`src/rtl/debug_ctrl_v2_pkg.sv`:
```
`default_nettype none
// ============================================================================
//  Module   : debug_ctrl_v2_pkg
//  Purpose  : Shared definitions for the UART debug controller: command
//             codes, one-hot FSM state encodings, word-fetch phases and the
//             bytes-per-word helper.
//  Revision : 1.0 - initial release
// ============================================================================
package debug_ctrl_v2_pkg;

    // Host command codes (one byte each)
    localparam logic [7:0] CMD_LOAD_IM   = 8'h01;
    localparam logic [7:0] CMD_RUN       = 8'h02;
    localparam logic [7:0] CMD_STEP_MODE = 8'h03;
    localparam logic [7:0] CMD_RD_RB     = 8'h04;
    localparam logic [7:0] CMD_RD_DM     = 8'h05;
    localparam logic [7:0] CMD_RD_PC     = 8'h06;
    localparam logic [7:0] CMD_STEP      = 8'h07;
    localparam logic [7:0] CMD_SET_BP    = 8'h08;
    localparam logic [7:0] CMD_RD_CNT    = 8'h09;

    // Default word geometry: 32-bit CPU word over an 8-bit UART
    localparam int BYTES_PER_WORD = 32 / 8;

    function automatic int bytes_per_word(input int nb_word, input int nb_byte);
        return nb_word / nb_byte;
    endfunction

    // One-hot controller states; IDLE is bit 0 so reset shows 10'b1
    typedef enum logic [9:0] {
        ST_IDLE      = 10'b00_0000_0001,
        ST_LOAD_IM   = 10'b00_0000_0010,
        ST_RUN       = 10'b00_0000_0100,
        ST_STEP_WAIT = 10'b00_0000_1000,
        ST_STEP_EXEC = 10'b00_0001_0000,
        ST_SEND_PC   = 10'b00_0010_0000,
        ST_SEND_RB   = 10'b00_0100_0000,
        ST_SEND_DM   = 10'b00_1000_0000,
        ST_BP_LOAD   = 10'b01_0000_0000,
        ST_SEND_CNT  = 10'b10_0000_0000
    } state_t;

    // Per-word fetch sequence inside a send state
    typedef enum logic [1:0] {
        PH_ADDR = 2'd0,   // read address presented
        PH_CAP  = 2'd1,   // read data valid, hand word to serializer
        PH_WAIT = 2'd2    // wait for the serializer to finish the word
    } phase_t;

endpackage : debug_ctrl_v2_pkg
`default_nettype wire

```
`src/rtl/debug_word_serializer.sv`:
```
`default_nettype none
// ============================================================================
//  Module   : debug_word_serializer
//  Purpose  : Splits a DWORD into BYTE-wide UART transmit requests, least
//             significant byte first. The first byte is requested the cycle
//             after i_load; each later byte the cycle after i_tx_done.
//  Ports    : i_clock, i_reset   - clock, synchronous active-high reset
//             i_load, i_word     - word load strobe and word to send
//             i_tx_done          - UART finished the previous byte
//             o_tx_start         - 1-cycle transmit request
//             o_tx_data          - byte to send, held until the next request
//             o_done             - 1-cycle pulse after the last byte is sent
//  Revision : 1.0 - initial release
// ============================================================================
module debug_word_serializer
    import debug_ctrl_v2_pkg::*;
#(
    parameter int BYTE  = 8,
    parameter int DWORD = 32
) (
    input  logic             i_clock,
    input  logic             i_reset,
    input  logic             i_load,
    input  logic [DWORD-1:0] i_word,
    input  logic             i_tx_done,
    output logic             o_tx_start,
    output logic [BYTE-1:0]  o_tx_data,
    output logic             o_done
);

    localparam int c_BPW = bytes_per_word(DWORD, BYTE);
    localparam int c_CW  = (c_BPW > 1) ? $clog2(c_BPW) : 1;

    logic [DWORD-1:0] r_shift;
    logic [c_CW-1:0]  r_left;     // bytes still to send after the current one
    logic             r_busy;
    logic             r_start;
    logic             r_done;
    logic [BYTE-1:0]  r_data;

    always_ff @(posedge i_clock) begin
        if (i_reset) begin
            r_shift <= '0;
            r_left  <= '0;
            r_busy  <= 1'b0;
            r_start <= 1'b0;
            r_done  <= 1'b0;
            r_data  <= '0;
        end else begin
            r_start <= 1'b0;
            r_done  <= 1'b0;
            if (i_load) begin
                r_data  <= i_word[BYTE-1:0];
                r_shift <= i_word >> BYTE;
                r_left  <= c_CW'(c_BPW - 1);
                r_start <= 1'b1;
                r_busy  <= 1'b1;
            end else if (r_busy && i_tx_done) begin
                if (r_left == '0) begin
                    r_busy <= 1'b0;
                    r_done <= 1'b1;
                end else begin
                    r_data  <= r_shift[BYTE-1:0];
                    r_shift <= r_shift >> BYTE;
                    r_left  <= r_left - c_CW'(1);
                    r_start <= 1'b1;
                end
            end
        end
    end

    assign o_tx_start = r_start;
    assign o_tx_data  = r_data;
    assign o_done     = r_done;

endmodule : debug_word_serializer
`default_nettype wire

```
`src/rtl/debug_ctrl_v2.sv`:
```
`default_nettype none
// ============================================================================
//  Module   : debug_ctrl_v2
//  Purpose  : UART-side debug controller for the MIPS pipeline. Loads
//             instruction memory byte by byte, gates the pipeline enable for
//             run / single-step with an optional PC breakpoint, and streams
//             PC, register bank, data memory and the executed-cycle counter
//             back over the UART.
//  Ports    : i_clock, i_reset       - clock, synchronous active-high reset
//             i_rx_data, i_rx_done   - received byte and its strobe
//             i_tx_done              - previous transmit byte finished
//             i_hlt, i_pc            - pipeline halt flag and current PC
//             i_rb_data, i_dm_data   - debug read data (1-cycle latency)
//             o_im_wr_en/addr/data   - instruction-memory byte write port
//             o_cpu_en               - pipeline advance enable
//             o_rb_addr, o_dm_addr   - debug read addresses
//             o_tx_data, o_tx_start  - transmit byte and request pulse
//             o_state                - one-hot controller state
//  Revision : 1.0 - initial release
// ============================================================================
module debug_ctrl_v2
    import debug_ctrl_v2_pkg::*;
#(
    parameter int BYTE    = 8,
    parameter int DWORD   = 32,
    parameter int IM_ADDR = 8,
    parameter int RB_ADDR = 5,
    parameter int DM_ADDR = 5,
    parameter int NB_ST   = 10
) (
    input  logic               i_clock,
    input  logic               i_reset,
    input  logic [BYTE-1:0]    i_rx_data,
    input  logic               i_rx_done,
    input  logic               i_tx_done,
    input  logic               i_hlt,
    input  logic [DWORD-1:0]   i_pc,
    input  logic [DWORD-1:0]   i_rb_data,
    input  logic [DWORD-1:0]   i_dm_data,
    output logic               o_im_wr_en,
    output logic [IM_ADDR-1:0] o_im_addr,
    output logic [BYTE-1:0]    o_im_data,
    output logic               o_cpu_en,
    output logic [RB_ADDR-1:0] o_rb_addr,
    output logic [DM_ADDR-1:0] o_dm_addr,
    output logic [BYTE-1:0]    o_tx_data,
    output logic               o_tx_start,
    output logic [NB_ST-1:0]   o_state
);

    localparam int c_BPW = bytes_per_word(DWORD, BYTE);
    localparam int c_BCW = (c_BPW > 1) ? $clog2(c_BPW) : 1;

    state_t             r_state;
    state_t             r_ret;        // state to resume after a dump
    logic               r_full;       // dump covers PC, RB and DM
    phase_t             r_phase;
    logic [IM_ADDR-1:0] r_ld_cnt;
    logic [IM_ADDR-1:0] r_im_addr;
    logic [BYTE-1:0]    r_im_data;
    logic               r_im_wr_en;
    logic [RB_ADDR-1:0] r_rb_addr;
    logic [DM_ADDR-1:0] r_dm_addr;
    logic [DWORD-1:0]   r_bp;
    logic [DWORD-1:0]   r_bp_shift;
    logic [c_BCW-1:0]   r_bp_cnt;
    logic               r_bp_en;
    logic [31:0]        r_cycle_cnt;

    logic               w_bp_hit;
    logic               w_cpu_en;
    logic               w_send;
    logic               w_ser_load;
    logic               w_ser_done;
    logic [DWORD-1:0]   w_ser_word;
    logic [DWORD-1:0]   w_bp_next;

    // Breakpoint is compared against the PC about to be fetched, so the
    // enable is withheld in the very cycle the PC matches.
    assign w_bp_hit = r_bp_en && (i_pc == r_bp);
    assign w_cpu_en = ((r_state == ST_RUN) && !i_hlt && !w_bp_hit) ||
                      ((r_state == ST_STEP_EXEC) && !i_hlt);

    assign w_send = (r_state == ST_SEND_PC) || (r_state == ST_SEND_RB) ||
                    (r_state == ST_SEND_DM) || (r_state == ST_SEND_CNT);
    assign w_ser_load = w_send && (r_phase == PH_CAP);

    // Breakpoint bytes arrive LSB first: shift right, new byte enters on top
    assign w_bp_next = (r_bp_shift >> BYTE) | (DWORD'(i_rx_data) << (DWORD - BYTE));

    always_comb begin
        w_ser_word = '0;
        case (r_state)
            ST_SEND_PC:  w_ser_word = i_pc;
            ST_SEND_RB:  w_ser_word = i_rb_data;
            ST_SEND_DM:  w_ser_word = i_dm_data;
            ST_SEND_CNT: w_ser_word = DWORD'(r_cycle_cnt);
            default:     w_ser_word = '0;
        endcase
    end

    always_ff @(posedge i_clock) begin
        if (i_reset) begin
            r_state     <= ST_IDLE;
            r_ret       <= ST_IDLE;
            r_full      <= 1'b0;
            r_phase     <= PH_ADDR;
            r_ld_cnt    <= '0;
            r_im_addr   <= '0;
            r_im_data   <= '0;
            r_im_wr_en  <= 1'b0;
            r_rb_addr   <= '0;
            r_dm_addr   <= '0;
            r_bp        <= '0;
            r_bp_shift  <= '0;
            r_bp_cnt    <= '0;
            r_bp_en     <= 1'b0;
            r_cycle_cnt <= '0;
        end else begin
            r_im_wr_en <= 1'b0;
            // Address advances after each write pulse, wrapping to 0 after
            // the last byte of a full load.
            if (r_im_wr_en) begin
                r_im_addr <= r_im_addr + IM_ADDR'(1);
            end
            if (w_cpu_en) begin
                r_cycle_cnt <= r_cycle_cnt + 32'd1;
            end

            case (r_state)
                ST_IDLE, ST_STEP_WAIT: begin
                    if (i_rx_done) begin
                        case (i_rx_data)
                            BYTE'(CMD_LOAD_IM): begin
                                r_state   <= ST_LOAD_IM;
                                r_ld_cnt  <= '0;
                                r_im_addr <= '0;
                            end
                            BYTE'(CMD_RUN):       r_state <= ST_RUN;
                            BYTE'(CMD_STEP_MODE): r_state <= ST_STEP_WAIT;
                            BYTE'(CMD_STEP): begin
                                if (r_state == ST_STEP_WAIT) begin
                                    r_state <= ST_STEP_EXEC;
                                end
                            end
                            BYTE'(CMD_RD_RB): begin
                                r_state <= ST_SEND_RB;
                                r_ret   <= r_state;
                                r_full  <= 1'b0;
                                r_phase <= PH_ADDR;
                            end
                            BYTE'(CMD_RD_DM): begin
                                r_state <= ST_SEND_DM;
                                r_ret   <= r_state;
                                r_full  <= 1'b0;
                                r_phase <= PH_ADDR;
                            end
                            BYTE'(CMD_RD_PC): begin
                                r_state <= ST_SEND_PC;
                                r_ret   <= r_state;
                                r_full  <= 1'b0;
                                r_phase <= PH_ADDR;
                            end
                            BYTE'(CMD_SET_BP): begin
                                r_state  <= ST_BP_LOAD;
                                r_bp_cnt <= '0;
                            end
                            BYTE'(CMD_RD_CNT): begin
                                r_state <= ST_SEND_CNT;
                                r_ret   <= r_state;
                                r_full  <= 1'b0;
                                r_phase <= PH_ADDR;
                            end
                            default: ;
                        endcase
                    end
                end

                ST_LOAD_IM: begin
                    if (i_rx_done) begin
                        r_im_wr_en <= 1'b1;
                        r_im_data  <= i_rx_data;
                        r_ld_cnt   <= r_ld_cnt + IM_ADDR'(1);
                        if (&r_ld_cnt) begin
                            r_state     <= ST_IDLE;
                            r_cycle_cnt <= '0;
                        end
                    end
                end

                ST_RUN: begin
                    if (i_hlt || w_bp_hit) begin
                        r_state <= ST_SEND_PC;
                        r_ret   <= ST_IDLE;
                        r_full  <= 1'b1;
                        r_phase <= PH_ADDR;
                    end
                end

                ST_STEP_EXEC: begin
                    r_state <= ST_SEND_PC;
                    r_ret   <= ST_STEP_WAIT;
                    r_full  <= 1'b1;
                    r_phase <= PH_ADDR;
                end

                ST_BP_LOAD: begin
                    if (i_rx_done) begin
                        r_bp_shift <= w_bp_next;
                        r_bp_cnt   <= r_bp_cnt + c_BCW'(1);
                        if (r_bp_cnt == c_BCW'(c_BPW - 1)) begin
                            r_bp    <= w_bp_next;
                            r_bp_en <= (w_bp_next != '1);   // all-ones disables
                            r_state <= ST_IDLE;
                        end
                    end
                end

                ST_SEND_PC, ST_SEND_RB, ST_SEND_DM, ST_SEND_CNT: begin
                    case (r_phase)
                        PH_ADDR: r_phase <= PH_CAP;
                        PH_CAP:  r_phase <= PH_WAIT;
                        PH_WAIT: begin
                            if (w_ser_done) begin
                                r_phase <= PH_ADDR;
                                case (r_state)
                                    ST_SEND_PC: begin
                                        r_state <= r_full ? ST_SEND_RB : r_ret;
                                    end
                                    ST_SEND_RB: begin
                                        r_rb_addr <= r_rb_addr + RB_ADDR'(1);
                                        if (&r_rb_addr) begin
                                            r_state <= r_full ? ST_SEND_DM : r_ret;
                                        end
                                    end
                                    ST_SEND_DM: begin
                                        r_dm_addr <= r_dm_addr + DM_ADDR'(1);
                                        if (&r_dm_addr) begin
                                            r_state <= r_ret;
                                        end
                                    end
                                    default: r_state <= r_ret;
                                endcase
                            end
                        end
                        default: r_phase <= PH_ADDR;
                    endcase
                end

                default: r_state <= ST_IDLE;
            endcase
        end
    end

    debug_word_serializer #(
        .BYTE  (BYTE),
        .DWORD (DWORD)
    ) u_ser (
        .i_clock    (i_clock),
        .i_reset    (i_reset),
        .i_load     (w_ser_load),
        .i_word     (w_ser_word),
        .i_tx_done  (i_tx_done),
        .o_tx_start (o_tx_start),
        .o_tx_data  (o_tx_data),
        .o_done     (w_ser_done)
    );

    assign o_im_wr_en = r_im_wr_en;
    assign o_im_addr  = r_im_addr;
    assign o_im_data  = r_im_data;
    assign o_cpu_en   = w_cpu_en;
    assign o_rb_addr  = r_rb_addr;
    assign o_dm_addr  = r_dm_addr;
    assign o_state    = NB_ST'(r_state);

endmodule : debug_ctrl_v2
`default_nettype wire

```
`config.mk`:
```
export PLATFORM = sky130hd
export DESIGN_NAME = debug_ctrl_v2
export DESIGN_NICKNAME = d
export VERILOG_FILES = /design/src/rtl/debug_ctrl_v2_pkg.sv /design/src/rtl/debug_word_serializer.sv /design/src/rtl/debug_ctrl_v2.sv
export SDC_FILE = /design/constraint.sdc
export NUM_CORES = 1
export LEC_CHECK = 0
export CORE_ASPECT_RATIO = 0.75
export CORE_MARGIN = 3
export CORE_UTILIZATION = 45
export DETAILED_ROUTE_END_ITERATION = 8
export GPL_TIMING_DRIVEN = 0
export PLACE_DENSITY = 0.69
export REMOVE_ABC_BUFFERS = 1
export SLEW_MARGIN = 0
export SYNTH_ARGS = -nofsm -noshare
export SYNTH_HDL_FRONTEND = slang
export SYNTH_SLANG_ARGS = --single-unit
```
`constraint.sdc`:
```
create_clock -name i_clock -period 3.3 [get_ports i_clock]
set_clock_uncertainty 0.05 [all_clocks]
set_input_delay 0.66 -clock i_clock [delete_from_list [all_inputs] [get_ports i_clock]]
set_output_delay 0.66 -clock i_clock [all_outputs]
set_load 0.02 [all_outputs]
```
# --- Yosys cells after proc, flatten, opt, wreduce, memory -nomap -nowiden ---
# Cells that the tools add are included.
word_totals:
  output_inout_bits: 47
  inputBits: 109
  wordCells: 177
  register_bits: 194
op_classes:
  n_eq_ne: 41
  reduce_logical: 41
  n_mux: 64
  addsub: 7
  bitwise: 3
ops:
  columns: ["operator", "count"]
  rows:
  - ["two-way mux 10 bit", 16]
  - ["two-way mux 32 bit", 4]
  - ["one-hot mux 32 bit (4 select lines)", 1]
  - ["one-hot mux 10 bit (9 select lines)", 1]
  - ["two-way mux 8 bit", 10]
  - ["two-way mux 24 bit", 3]
  - ["one-hot mux 10 bit (3 select lines)", 2]
  - ["one-hot mux 10 bit (6 select lines)", 1]
  - ["adder 32 x 1 -> 32 bit (second input constant)", 1]
  - ["equality test 32 bit", 1]
  - ["equality test 8 x 3 -> 1 bit (second input constant)", 4]
  - ["!= test 32 bit (second input constant)", 1]
  - ["OR 24 x 32 -> 32 bit", 1]
  - ["two-way mux 2 bit", 10]
  - ["AND reduction 4 bit", 5]
  - ["adder 8 x 1 -> 8 bit (second input constant)", 2]
  - ["equality test 8 x 2 -> 1 bit (second input constant)", 2]
  - ["equality test 8 x 4 -> 1 bit (second input constant)", 2]
  - ["one-hot mux 8 bit (2 select lines)", 1]
  - ["AND reduction 5 bit", 3]
  - ["!= test 2 bit (second input constant)", 7]
  - ["AND reduction 12 bit", 1]
  - ["two-way mux 1 bit", 11]
  - ["adder 5 x 1 -> 5 bit (second input constant)", 2]
  - ["37 further kinds", 64]

# --- Depth between registers and ports, before layout ---
# Gate-level depths: netlist of the first run.
depth:
  depth_word: 9
  mapped_depth: 10
  depth_no_buf: 9

# --- Hierarchy ---
# Synthesis of the first run repeated with hierarchy kept, for this count alone.
hier_totals:
  cells_unflattened: 1203
  area_unflattened_um2: 9763.1
by_module_without_submodules:
  columns: ["mod", "seq_area_each_um2", "n_inst", "area_each_um2", "cells_per_inst"]
  rows:
  - ["debug_ctrl_v2", 2982.9, 1, 8021.4, 1019]
  - ["debug_word_serializer", 740.7, 1, 1741.7, 184]

# --- Least setup slack after synthesis of the first run ---
# No wires, ideal clock.
synth_path:
  path_type: "register -> output"
  start: "register r_state[4], in the netlist o_state[4]"
  end: "output port o_cpu_en"
  setup_slack_ns: 0.543
  n_path_buf: 1
  t_arrival_ns: 2.047
  required_ns: 2.590
  path_stages_with_launch: 7
  path_cell_list: "dfxtp_1 -> buf_2 -> or2_2 -> or3b_2 -> nor3_1 -> o31a_1 -> or2_2"
synth_between:
  elab_chain_len: 4
  word_cells_on_any_way: 6
  classes_between: "2 x eq/ne; 4 x reduce/logical"
synth_rtl:
  columns: ["element", "line", "text"]
  rows:
  - ["start: declaration", "debug_ctrl_v2.sv:54", "state_t r_state;"]
  - ["start signal: assignment", "debug_ctrl_v2.sv:228", "r_state <= r_full ? ST_SEND_RB : r_ret;"]
  - ["start signal: assignment", "debug_ctrl_v2.sv:233", "r_state <= r_full ? ST_SEND_DM : r_ret;"]
  - ["start signal: assignment", "debug_ctrl_v2.sv:239", "r_state <= r_ret;"]
  - ["equality test 10 x 3 -> 1 bit", "debug_ctrl_v2.sv:81", "assign w_cpu_en = ((r_state == ST_RUN) && !i_hlt && !w_bp_hit) ||"]
  - ["logical AND 1 bit (2 in series)", "debug_ctrl_v2.sv:81", null]
  - ["logical OR 1 bit (*)", "debug_ctrl_v2.sv:81", null]
  - ["end: declaration", "debug_ctrl_v2.sv:43", "output logic o_cpu_en,"]
# Every way passes the cells marked *; elsewhere a longest branch is shown, timed or not.

# --- Worst setup path after layout of the first run ---
layout_path:
  start: "input port i_pc[4]"
  end: "output port o_cpu_en"
layout_between:
  elab_chain_len: 5
layout_rtl:
  columns: ["element", "line", "text"]
  rows:
  - ["start: declaration", "debug_ctrl_v2.sv:37", "input logic [DWORD-1:0] i_pc,"]
  - ["equality test 32 bit", "debug_ctrl_v2.sv:80", "assign w_bp_hit = r_bp_en && (i_pc == r_bp);"]
  - ["logical AND 1 bit", "debug_ctrl_v2.sv:80", null]
  - ["logical NOT 1 bit", "debug_ctrl_v2.sv:81", null]
  - ["logical AND 1 bit", "debug_ctrl_v2.sv:81", null]
  - ["logical OR 1 bit", "debug_ctrl_v2.sv:81", null]
# Every way passes these cells.

==> results of run 1 <==
stage by stage:
stage | setup TNS [ns] | cell area [um2] | hold slack (ns)
2_1_floorplan | -36.40 | 9240 | 0.380
3_3_place_gp | -531.86 | 11100 | 0.392
3_5_place_dp | -42.64 | 11300 | 0.397
4_1_cts | -0.285 | 12000 | 0.409
5_1_grt | -0.116 | 12100 | 0.425
6_report | -0.0342 | 12100 | 0.407
Yosys cell counts (20+ instances only):
cell,n,area [um2]
nand2_1,195,732
mux2_2,24,270
a22o_1,25,219
nand4_1,29,181
xor2_1,44,385
mux2i_1,35,350
clkbuf_1,51,191
a21oi_1,119,596
nor2_1,67,251
buf_2,32,160
dfxtp_1,186,3720
and3_1,20,125
a222oi_1,32,320
a211oi_1,29,218
nand2b_1,33,206
nand3_1,46,230
nor4_1,21,131
placed cells by master, fill, tap and decap left out, types with 3 or more instances in the layout:
master           count
nand2_1            194
dfxtp_1            186
clkdlybuf4s50_1    136
a21oi_1            118
nor2_1              66
nand3_1             45
xor2_1              43
mux2i_1             35
nand2b_1            33
a222oi_1            32
nand4_1             29
a211oi_1            29
a22o_1              25
mux2_2              24
and3_1              17
clkbuf_16           17
nor3_1              15
dlymetal6s2s_1      15
nor4_1              13
and2_1              13
o21ai_0             12
inv_1               10
ha_1                 9
nor4_2               8
or3_1                8
o2bb2ai_1            8
xnor2_1              7
a221oi_2             7
nor2b_1              6
a31oi_1              6
buf_4                6
or4_1                5
nor3b_1              4
a221oi_1             4
a21boi_0             4
clkinvlp_4           4
or4_4                3
and3_2               3
clkbuf_8             3
buf_8                3
repair_timing:
action	in CTS	in global routing
setup endpoints to repair	103	60
pin swaps	4	9
resized for setup	10	33
cloned	0	1
buffers inserted	3	3
power by group through the flow:
stage               Clock, W  Sequential, W  Combinational (W)
global route         0.00217        0.00238            0.00126
finish               0.00207        0.00238            0.00119
CTS                  0.00209        0.00237            0.00114
floorplan                  0        0.00243           0.000606
global placement           0        0.00242            0.00110
detailed placement         0        0.00242            0.00113
critical path, cell delays in order:
cell and delay [ns]:
clkdlybuf4s50_1 0.51, xor2_1 0.21, nor4_2 0.29, nand3_2 0.17
o31a_1 0.30, or2_2 0.31, buf_2 0.16
logic make-up (layout without fill, tap and decap cells):
kind of cell | Yosys count | count (layout) | synth area share (%)
and+or+nand+nor | 489 | 490 | 25.0
DFF | 186 | 186 | 38.7
muxes | 59 | 59 | 6.45
buffers and inverters | 98 | 211 | 4.39
xor gates and xnor gates | 51 | 51 | 4.64
AOI/OAI and AO/OA | 269 | 269 | 19.6
adders and majority gates | 9 | 9 | 1.17
worst paths after layout:
kind | from | endpoint | slack (ns) | cells after the start
worst max-delay path | i_pc[4] | o_cpu_en | -0.03 | 7
worst min-delay path | o_im_data[3] | o_im_data[3] | 0.41 | 2
worst max register to register | o_state[0] | u_ser.r_shift[2] | 0.08 | 7
worst min register to register | o_im_data[3] | o_im_data[3] | 0.41 | 2
layer usage:
layer	GRT usage [%]	vias up
met5	0	-
met2	36.2	434
met4	6.33	0
met1	39.7	4494
li1	-	4436
met3	5.48	36
sequential cells by signal, indices dropped and copies added, names as in the netlist, 2 cells and up:
name             flops
r_bp                32
o_im_addr            8
r_bp_shift          24
o_state             10
u_ser.o_tx_data      8
u_ser.r_left         2
o_dm_addr            5
o_im_data            8
r_bp_cnt             2
r_ld_cnt             8
u_ser.r_shift       24
o_rb_addr            5
r_phase              2
r_ret               10
r_cycle_cnt         32
final cells by class:
class / instances / area, um2
fillers: 1903 / 8490
multi-input cells: 878 / 5630
flip-flops and latches: 186 / 3720
repair buffers: 169 / 1780
clock buffers: 22 / 474
well taps: 282 / 353
clock inverters: 10 / 118
inverters: 10 / 37.5
==> summary.md, run 1 <==
| Metric | Value |
|---|---|
| Final setup fails | 1 |
| Die Span Y | 133 um |
| MaxCap Viol Count | 0 |
| Wire length per cell | 20.0 um |
| Area Overhead vs Synth | 25.9% |
| Crit path time final | 3.33 ns |
| Synth Flop Type | dfxtp_1 |
| Synthesis-stage register bit count | 186 |
| CP max FO | 3 |
| Yosys cell types | 66 |
| Antenna Nets Post-Route | 0 |
| M1 wire length | 14900 um |
| EDFF count, synth | 0 |
| RSZ-0062 raised after global routing | true |
| Met3 WL | 2980 um |
| Final Hold Fails | 0 |
| Internal power | 0.00393 W |
| Via Count | 9400 |
| Initial antenna violation count | 0 |
| Kind of critical path | primary input to output port |
| DP Worst Slack | -0.866 ns |
| PnR worst setup slack | -0.0342 ns |
| Peak Freq | 300 MHz |
| Sink Count | 186 |
| Die Wd | 175 um |
| CTS buffer count | 17 |
| Clk root buf | clkbuf_16 |
| CTS Hold Bufs | 0 |
| WL met2 | 12800 um |
| Share of cells above drive strength 1 | 9.33% |
| Drt total wl | 31100 um |
| Crit path launch type | primary input |
| Power Dens Cells | 465 nW/um2 |
| DRT Pass-1 Iters | 6 |
| Post-route DRC | 0 |
| GRT overflow | 0 |
| DP Cell Count | 1518 |
| Sw frac | 30.2% |
| Leakage | 4.19 nW |
| Top layer in use | met4 |
| Port Buf Inserts | 155 |
| Slew margin rel. | 33.1% |
| Worst Path Required | 2.59 ns |
| Async S/R FF share, synth | 0% |
| Layout Utilization | 58.8% |
| Failing checks | negative setup slack |
| Die area | 23200 um2 |
| H-tree levels | 4 |
| Worst Setup End Kind | output port |
| Final worst path period share | 101% |
| Measured slew at the worst slew-check pin | 1.00 ns |
| CTS tree | built |
| Worst-Skew Late Latency | 0.44 ns |
| Worst EP arrival | 2.62 ns |
| FP Rows | 45 |
| Combinational Power Share | 21.2% |
| Worst IR drop on VDD | 0.000285 V |
| Worst-path clk slew | 0.07 ns |
| First-pass GRT wire length | 47500 um |
| Syn Area/Cell | 8.29 um2 |
| Seq/Total Area, Yosys | 38.7% |
| Core area | 20600 um2 |
| Via density | 6.04 |
| Nets | 1380 |
| Reg power frac | 42.1% |
| Fin. max-slew vios | 0 |
| Io pins | 156 |
| Detailed placement HPWL | 22100 um |
| Syn Inst Count | 1161 |
| Tot GR Track Use | 25.7% |
| Clk pwr share | 36.7% |
| Synth warn | 0 |
| Netlist Area Pre-Place | 9620 um2 |
| Effective utilization at floorplan | 46.7% |
| NetSw | 0.00170 W |
| Largest net degree at the start of global routing | 92 |
| Antenna fix cells | 0 |
| CTS max path bufs | 2 |
| Non-Filler Instances | 1557 |
| Total chip power | 0.00564 W |
| DR iter-0 viols | 1212 |
| Run status | complete, but fails checks |
| Routability cong. | 0.901 |
| Vias in the first global route | 8478 |
| Hold/Removal Path Class | flop to flop |
Power figures use the tool's default switching activity.
==> inputs of run 2 (changes only) <==
- CAP_MARGIN: unset -> 25
- SETUP_SLACK_MARGIN: unset -> 0.15
==> run 2 against run 1 <==
Against the previous run:
- clock power is 3% lower
- register-to-register slack better by 0.20 ns
- the flow now finishes without violations
- largest cell class unchanged
- setup slack better by 0.047 ns
- sequential share of layout area hardly changed
==> summary.md, run 2 (synthesis results as in run 1) <==
| Metric | Value |
|---|---|
| DR iter-0 viols | 986 (-19%) |
| Final setup fails | 0 (-1) |
| Combinational Power Share | 21.4% (+0.2 points) |
| Wire length per cell | 19.8 um (-0.97%) |
| Vias in the first global route | 8559 (+0.96%) |
| DRT Pass-1 Iters | 6 (unchanged) |
| NetSw | 0.00172 W (+1.1%) |
| Worst EP arrival | 2.58 ns (-0.04 ns) |
| Via Count | 9301 (-1.1%) |
| Largest net degree at the start of global routing | 92 (unchanged) |
| Sink Count | 186 (unchanged) |
| Slew margin rel. | 32.1% (-0.95 points) |
| Share of cells above drive strength 1 | 9.60% (+0.27 points) |
| Hold Slack | 0.405 ns (-0.00198 ns) |
| Total chip power | 0.00557 W (-1.1%) |
| Initial antenna violation count | 0 (unchanged) |
| Worst Path Required | 2.59 ns (about the same) |
| Worst-path clk slew | 0.07 ns (about the same) |
| Nets | 1386 (+0.43%) |
| Reg power frac | 42.5% (+0.4 points) |
| Port Buf Inserts | 155 (unchanged) |
| FP Rows | 45 (unchanged) |
| Antenna Nets Post-Route | 0 (unchanged) |
| Post-placement cell area | 11400 um2 (+0.66%) |
| Run status | complete, no violations |
| GRT overflow | 0 (unchanged) |
| Worst-Skew Late Latency | 0.44 ns (about the same) |
| RSZ-0062 raised after global routing | true |
| Sw frac | 30.9% (+0.68 points) |
| Power Dens Cells | 460 nW/um2 (-1.0%) |
| Core area | 20600 um2 (unchanged) |
| CP max FO | 2 (-1) |
| Clk pwr share | 36.0% (-0.7 points) |
| Design Area, Final | 12100 um2 (about the same) |
| Peak Freq | 304 MHz (+1.4%) |
| Die area | 23200 um2 (unchanged) |
| Routability cong. | 0.901 (unchanged) |
| Die Wd | 175 um (unchanged) |
| Non-Filler Instances | 1563 (+0.39%) |
| Worst IR drop on VDD | 0.000294 V (+3.0%) |
| Crit path launch type | primary input |
| Post-route DRC | 0 (unchanged) |
| Area Overhead vs Synth | 25.8% (about the same) |
| CTS Hold Bufs | 0 (unchanged) |
| Final Hold Fails | 0 (unchanged) |
| First-pass GRT wire length | 48300 um (+1.8%) |
| H-tree levels | 4 (unchanged) |
| # fillers | 1878 (-1.3%) |
| Clk root buf | clkbuf_16 |
| Crit path time final | 3.29 ns (-0.0469 ns) |
| Die Span Y | 133 um (unchanged) |
| Antenna fix cells | 0 (unchanged) |
| Regs by FF count | r_bp x32, r_cycle_cnt x32 |
| Detailed placement HPWL | 22300 um (+0.90%) |
| Hold/Removal Path Class | flop to flop |
| Internal power | 0.00385 W (-2.1%) |
| Fin. max-slew vios | 0 (unchanged) |
| Kind of critical path | primary input to output port |
| CTS buffer count | 17 (unchanged) |
| CTS max path bufs | 2 (unchanged) |
| Final worst path period share | 99.6% (-1.4 points) |
| Fin Setup TNS | 0 ns (+0.0342 ns) |
| Measured slew at the worst slew-check pin | 1.01 ns (+0.00943 ns) |
| Io pins | 156 (unchanged) |
| Most common cell after layout, fill and taps aside | nand2_1 |
| Worst Setup End Kind | output port |
| Via density | 5.95 (-1.4%) |
| Effective utilization at floorplan | 46.7% (unchanged) |
| Leakage | 4.13 nW (-1.5%) |
| Tot GR Track Use | 26.2% (+0.51 points) |
| Drt total wl | 30900 um (-0.58%) |
| CTS tree | built |
| Commonest cells after routing, fill and taps aside | 194 x nand2_1, 186 x dfxtp_1, 124 x clkdlybuf4s50_1 |
| DP Cell Count | 1522 (+0.26%) |
| MaxCap Viol Count | 0 (unchanged) |
==> run 2: what timing repair did <==
action	CTS	global route
setup endpoints to repair	62	62
setup buffers	4	3
gates resized for setup	43	9
cloned	1	0
pin swaps	11	1
==> run 2: layer usage <==
layer / track usage [%] / share of wire, % / up-vias
li1: - / - / 4442
met1: 40.2 / 48 / 4376
met2: 36.8 / 41 / 457
met3: 6.22 / 9.5 / 26
met4: 6.47 / 1.1 / 0
met5: 0 / 0 / -
==> run 2: power by group through the flow <==
stage	clock (W)	combinational [W]	sequential, W
floorplan	0	0.000606	0.00243
global route	0.00212	0.00127	0.00238
global placement	0	0.00110	0.00242
CTS	0.00203	0.00115	0.00237
detailed placement	0	0.00114	0.00242
finish	0.00201	0.00119	0.00237
==> run 2: metrics by stage <==
stage | util, % | worst slack [ns]
after floorplan | - | -0.774
after global placement | 54.1 | -6.80
after detailed placement | 55.4 | -0.818
after CTS | 58.4 | 0.0482
after global routing | 58.8 | -0.0544
final | 58.8 | 0.0127
==> run 2: final timing paths <==
kind / startpoint / endpoint / slack (ns) / cells past startpoint
max: i_pc[26] / o_cpu_en / 0.01 / 7
max reg2reg: o_state[4] / r_cycle_cnt[6] / 0.28 / 7
min: o_im_data[4] / o_im_data[4] / 0.40 / 2
min reg2reg: o_im_data[4] / o_im_data[4] / 0.40 / 2
==> run 2: critical path: stages <==
cell and delay, ns:
clkdlybuf4s50_1 0.48, xor2_1 0.20, nor4_2 0.18, nand4_1 0.23, o31a_1 0.34, or2_2 0.31, buf_2 0.16
==> run 2: layout make-up <==
cell class	count	area, um2	share of cell area [%]
Clock buffer	20	457	3.77
Clock inverter	12	116	0.961
Timing Repair Buffer	175	1810	14.9
Tap cell	282	353	2.91
Sequential cell	186	3720	30.8
Inverter	10	37.5	0.310
Multi-Input combinational cell	878	5610	46.3
==> inputs of run 3 (changes only) <==
- SLEW_MARGIN: 0 -> 20
==> run 3 against run 2 <==
Against the previous run:
- register-to-register slack gained 0.09 ns
- power grew 1.8%
- largest power group unchanged
- sequential power is essentially flat
- non-clock buffer count up 2
- cell count hardly changed
==> summary.md, run 3 (synthesis results as in run 1) <==
| Metric | Value |
|---|---|
| Run status | complete, no violations |
| Sink Count | 186 (unchanged) |
| Vias in the first global route | 8519 (-0.47%) |
| Via density | 6.02 (+1.2%) |
| Clk root buf | clkbuf_16 |
| Hold Path Cell Cnt | 2 (unchanged) |
| Slowest Stage Delay on Critical Path | 0.35 ns (-0.13 ns) |
| Non-Filler Instances | 1564 (+0.064%) |
| Worst IR drop on VDD | 0.000267 V (-9.0%) |
| Measured slew at the worst slew-check pin | 0.994 ns (-0.0164 ns) |
| CTS tree | built |
| CP max FO | 2 (unchanged) |
| Total chip power | 0.00567 W (+1.8%) |
| FP Rows | 45 (unchanged) |
| Post-placement cell area | 11400 um2 (+0.14%) |
| Worst-path cell with the longest stage delay | o31a_1 |
| Fin. max-slew vios | 0 (unchanged) |
| DR iter-0 viols | 1218 (+24%) |
| Largest delay contributor family on the critical path | simple AND/OR/NAND/NOR gates |
| Die Span Y | 133 um (unchanged) |
| CTS max path bufs | 2 (unchanged) |
| Worst-Skew Late Latency | 0.45 ns (about the same) |
| DRT Pass-1 Iters | 7 (+1) |
| RSZ-0062 raised after global routing | true |
| Power Dens Cells | 464 nW/um2 (+0.73%) |
| Core area | 20600 um2 (unchanged) |
| Crit path time final | 3.16 ns (-0.129 ns) |
| Kind of critical path | primary input to output port |
| Detailed placement HPWL | 22400 um (+0.24%) |
| Final setup fails | 0 (unchanged) |
| Design Area, Final | 12200 um2 (+1.0%) |
| Antenna fix cells | 0 (unchanged) |
| Largest net degree at the start of global routing | 92 (unchanged) |
| Area Overhead vs Synth | 27.1% |
| Via Count | 9420 (+1.3%) |
| Hold/Removal Path Class | flop to flop |
| Drt total wl | 30900 um (-0.20%) |
| Port Buf Inserts | 155 (unchanged) |
| Effective utilization at floorplan | 46.7% (unchanged) |
| Final Hold Fails | 0 (unchanged) |
| First-pass GRT wire length | 47800 um (-1.0%) |
| Worst-path clk slew | 0.07 ns (about the same) |
| Peak Freq | 317 MHz (+4.1%) |
| Tot GR Track Use | 26.0% (-0.24 points) |
| DP Cell Count | 1522 (unchanged) |
| Reg2reg path depth | 6 (-1) |
| Initial antenna violation count | 0 (unchanged) |
| Worst Setup End Kind | output port |
| Regs by FF count | r_bp x32, r_cycle_cnt x32 |
| MaxCap Viol Count | 0 (unchanged) |
| Worst path bufs/invs | 2 (unchanged) |
| Hold endpoint | o_im_data[3] |
| Worst r2r src | o_state[8] |
| Die Wd | 175 um (unchanged) |
| Worst EP arrival | 2.45 ns (-0.13 ns) |
| Slew margin rel. | 33.2% (+1.1 points) |
| Worst R2R End | o_rb_addr[3] |
| Leakage | 4.16 nW (+0.61%) |
| Most common cell after layout, fill and taps aside | nand2_1 |
| Io pins | 156 (unchanged) |
| Crit path launch type | primary input |
| GRT overflow | 0 (unchanged) |
| Reg2reg setup slack | 0.37 ns (+0.09 ns) |
| Nets | 1387 (+0.072%) |
| Wire length per cell | 19.7 um (-0.26%) |
| Share of cells above drive strength 1 | 12.8% (+3.2 points) |
| Hold wc startpoint | o_im_data[3] |
| CTS Hold Bufs | 0 (unchanged) |
| Setup crit start | i_pc[24] |
| H-tree levels | 4 (unchanged) |
| Commonest cells after routing, fill and taps aside | 194 x nand2_1, 182 x dfxtp_1, 121 x clkdlybuf4s50_1 |
| Final worst path period share | 95.7% (-3.9 points) |
| Die area | 23200 um2 (unchanged) |
| Post-route DRC | 0 (unchanged) |
| Worst-path cell chain | dlygate4sd2_1 -> xor2_2 -> nor4_2 -> nand3_2 -> o31a_1 -> or2_2 -> buf_4 |
| # fillers | 1862 (-0.85%) |
| Routability cong. | 0.901 (unchanged) |
| Worst Path Required | 2.59 ns (about the same) |
| Antenna Nets Post-Route | 0 (unchanged) |
| CTS buffer count | 17 (unchanged) |
==> run 3: cell count changes in the layout (fill, tap and decap cells not counted), sizes merged <==
cell and change:
nor2 -1, dlygate4sd2 -14, clkinv -1, dlymetal6s2s +1, clkbuf +12, buf +2, clkdlybuf4s50 -3, clkdlybuf4s15 +1
inv +3, bufinv +1
==> run 3: final cells by class <==
class | count | area, um2 | area share (%)
Tap cell | 282 | 353 | 2.88
Sequential cell | 186 | 3730 | 30.5
Inverter | 10 | 37.5 | 0.307
Clock inverter | 15 | 164 | 1.34
Multi-Input combinational cell | 877 | 5770 | 47.1
Timing Repair Buffer | 177 | 1760 | 14.4
Clock buffer | 17 | 425 | 3.48
==> run 3: where the power goes <==
part | switching [W] | internal, W | total, W
clock | 0.000955 | 0.00113 | 0.00209
sequential | 0.0000914 | 0.00228 | 0.00237
combinational | 0.000720 | 0.000492 | 0.00121
==> run 3: through the flow <==
step                hold WS [ns]  util, %  worst slack [ns]  TNS [ns]
floorplan                  0.380        -            -0.774    -36.40
global placement           0.392     54.1             -6.80   -531.86
detailed placement         0.397     55.5            -0.809    -25.20
global route               0.426     59.4            0.0641         0
finish                     0.409     59.4             0.142         0
CTS                        0.410     58.6            0.0618         0
==> run 3: worst register-to-register path: stages, from the launching register on <==
cell	delay, ns
dfxtp_1	0.44
nor4_1	0.68
and3_2	0.54
and2_4	0.44
nand2_1	0.20
or3_1	0.38
a21oi_1	0.13
==> run 3: worst max path at each step <==
stage | end | slack (ns) | cells past startpoint
floorplan | r_cycle_cnt[0] | -0.77 | 5
global placement | r_cycle_cnt[0] | -6.80 | 3
detailed placement | o_cpu_en | -0.81 | 7
CTS | o_cpu_en | 0.06 | 5
global route | o_cpu_en | 0.06 | 7
finish | o_cpu_en | 0.14 | 7
==> run 3: layer usage <==
layer / track usage [%] / up-vias / routed length, um
met2: 36.4 / 434 / 12600
met5: 0 / - / 0
li1: - / 4431 / -
met3: 5.54 / 32 / 2820
met1: 40.1 / 4523 / 15000
met4: 6.78 / 0 / 448
==> run 3: repair_timing <==
item	4_1_cts	5_1_grt
pin swaps	12	13
cloned	0	0
gates resized for setup	50	61
endpoints found under the setup margin	63	87
buffers inserted	4	6
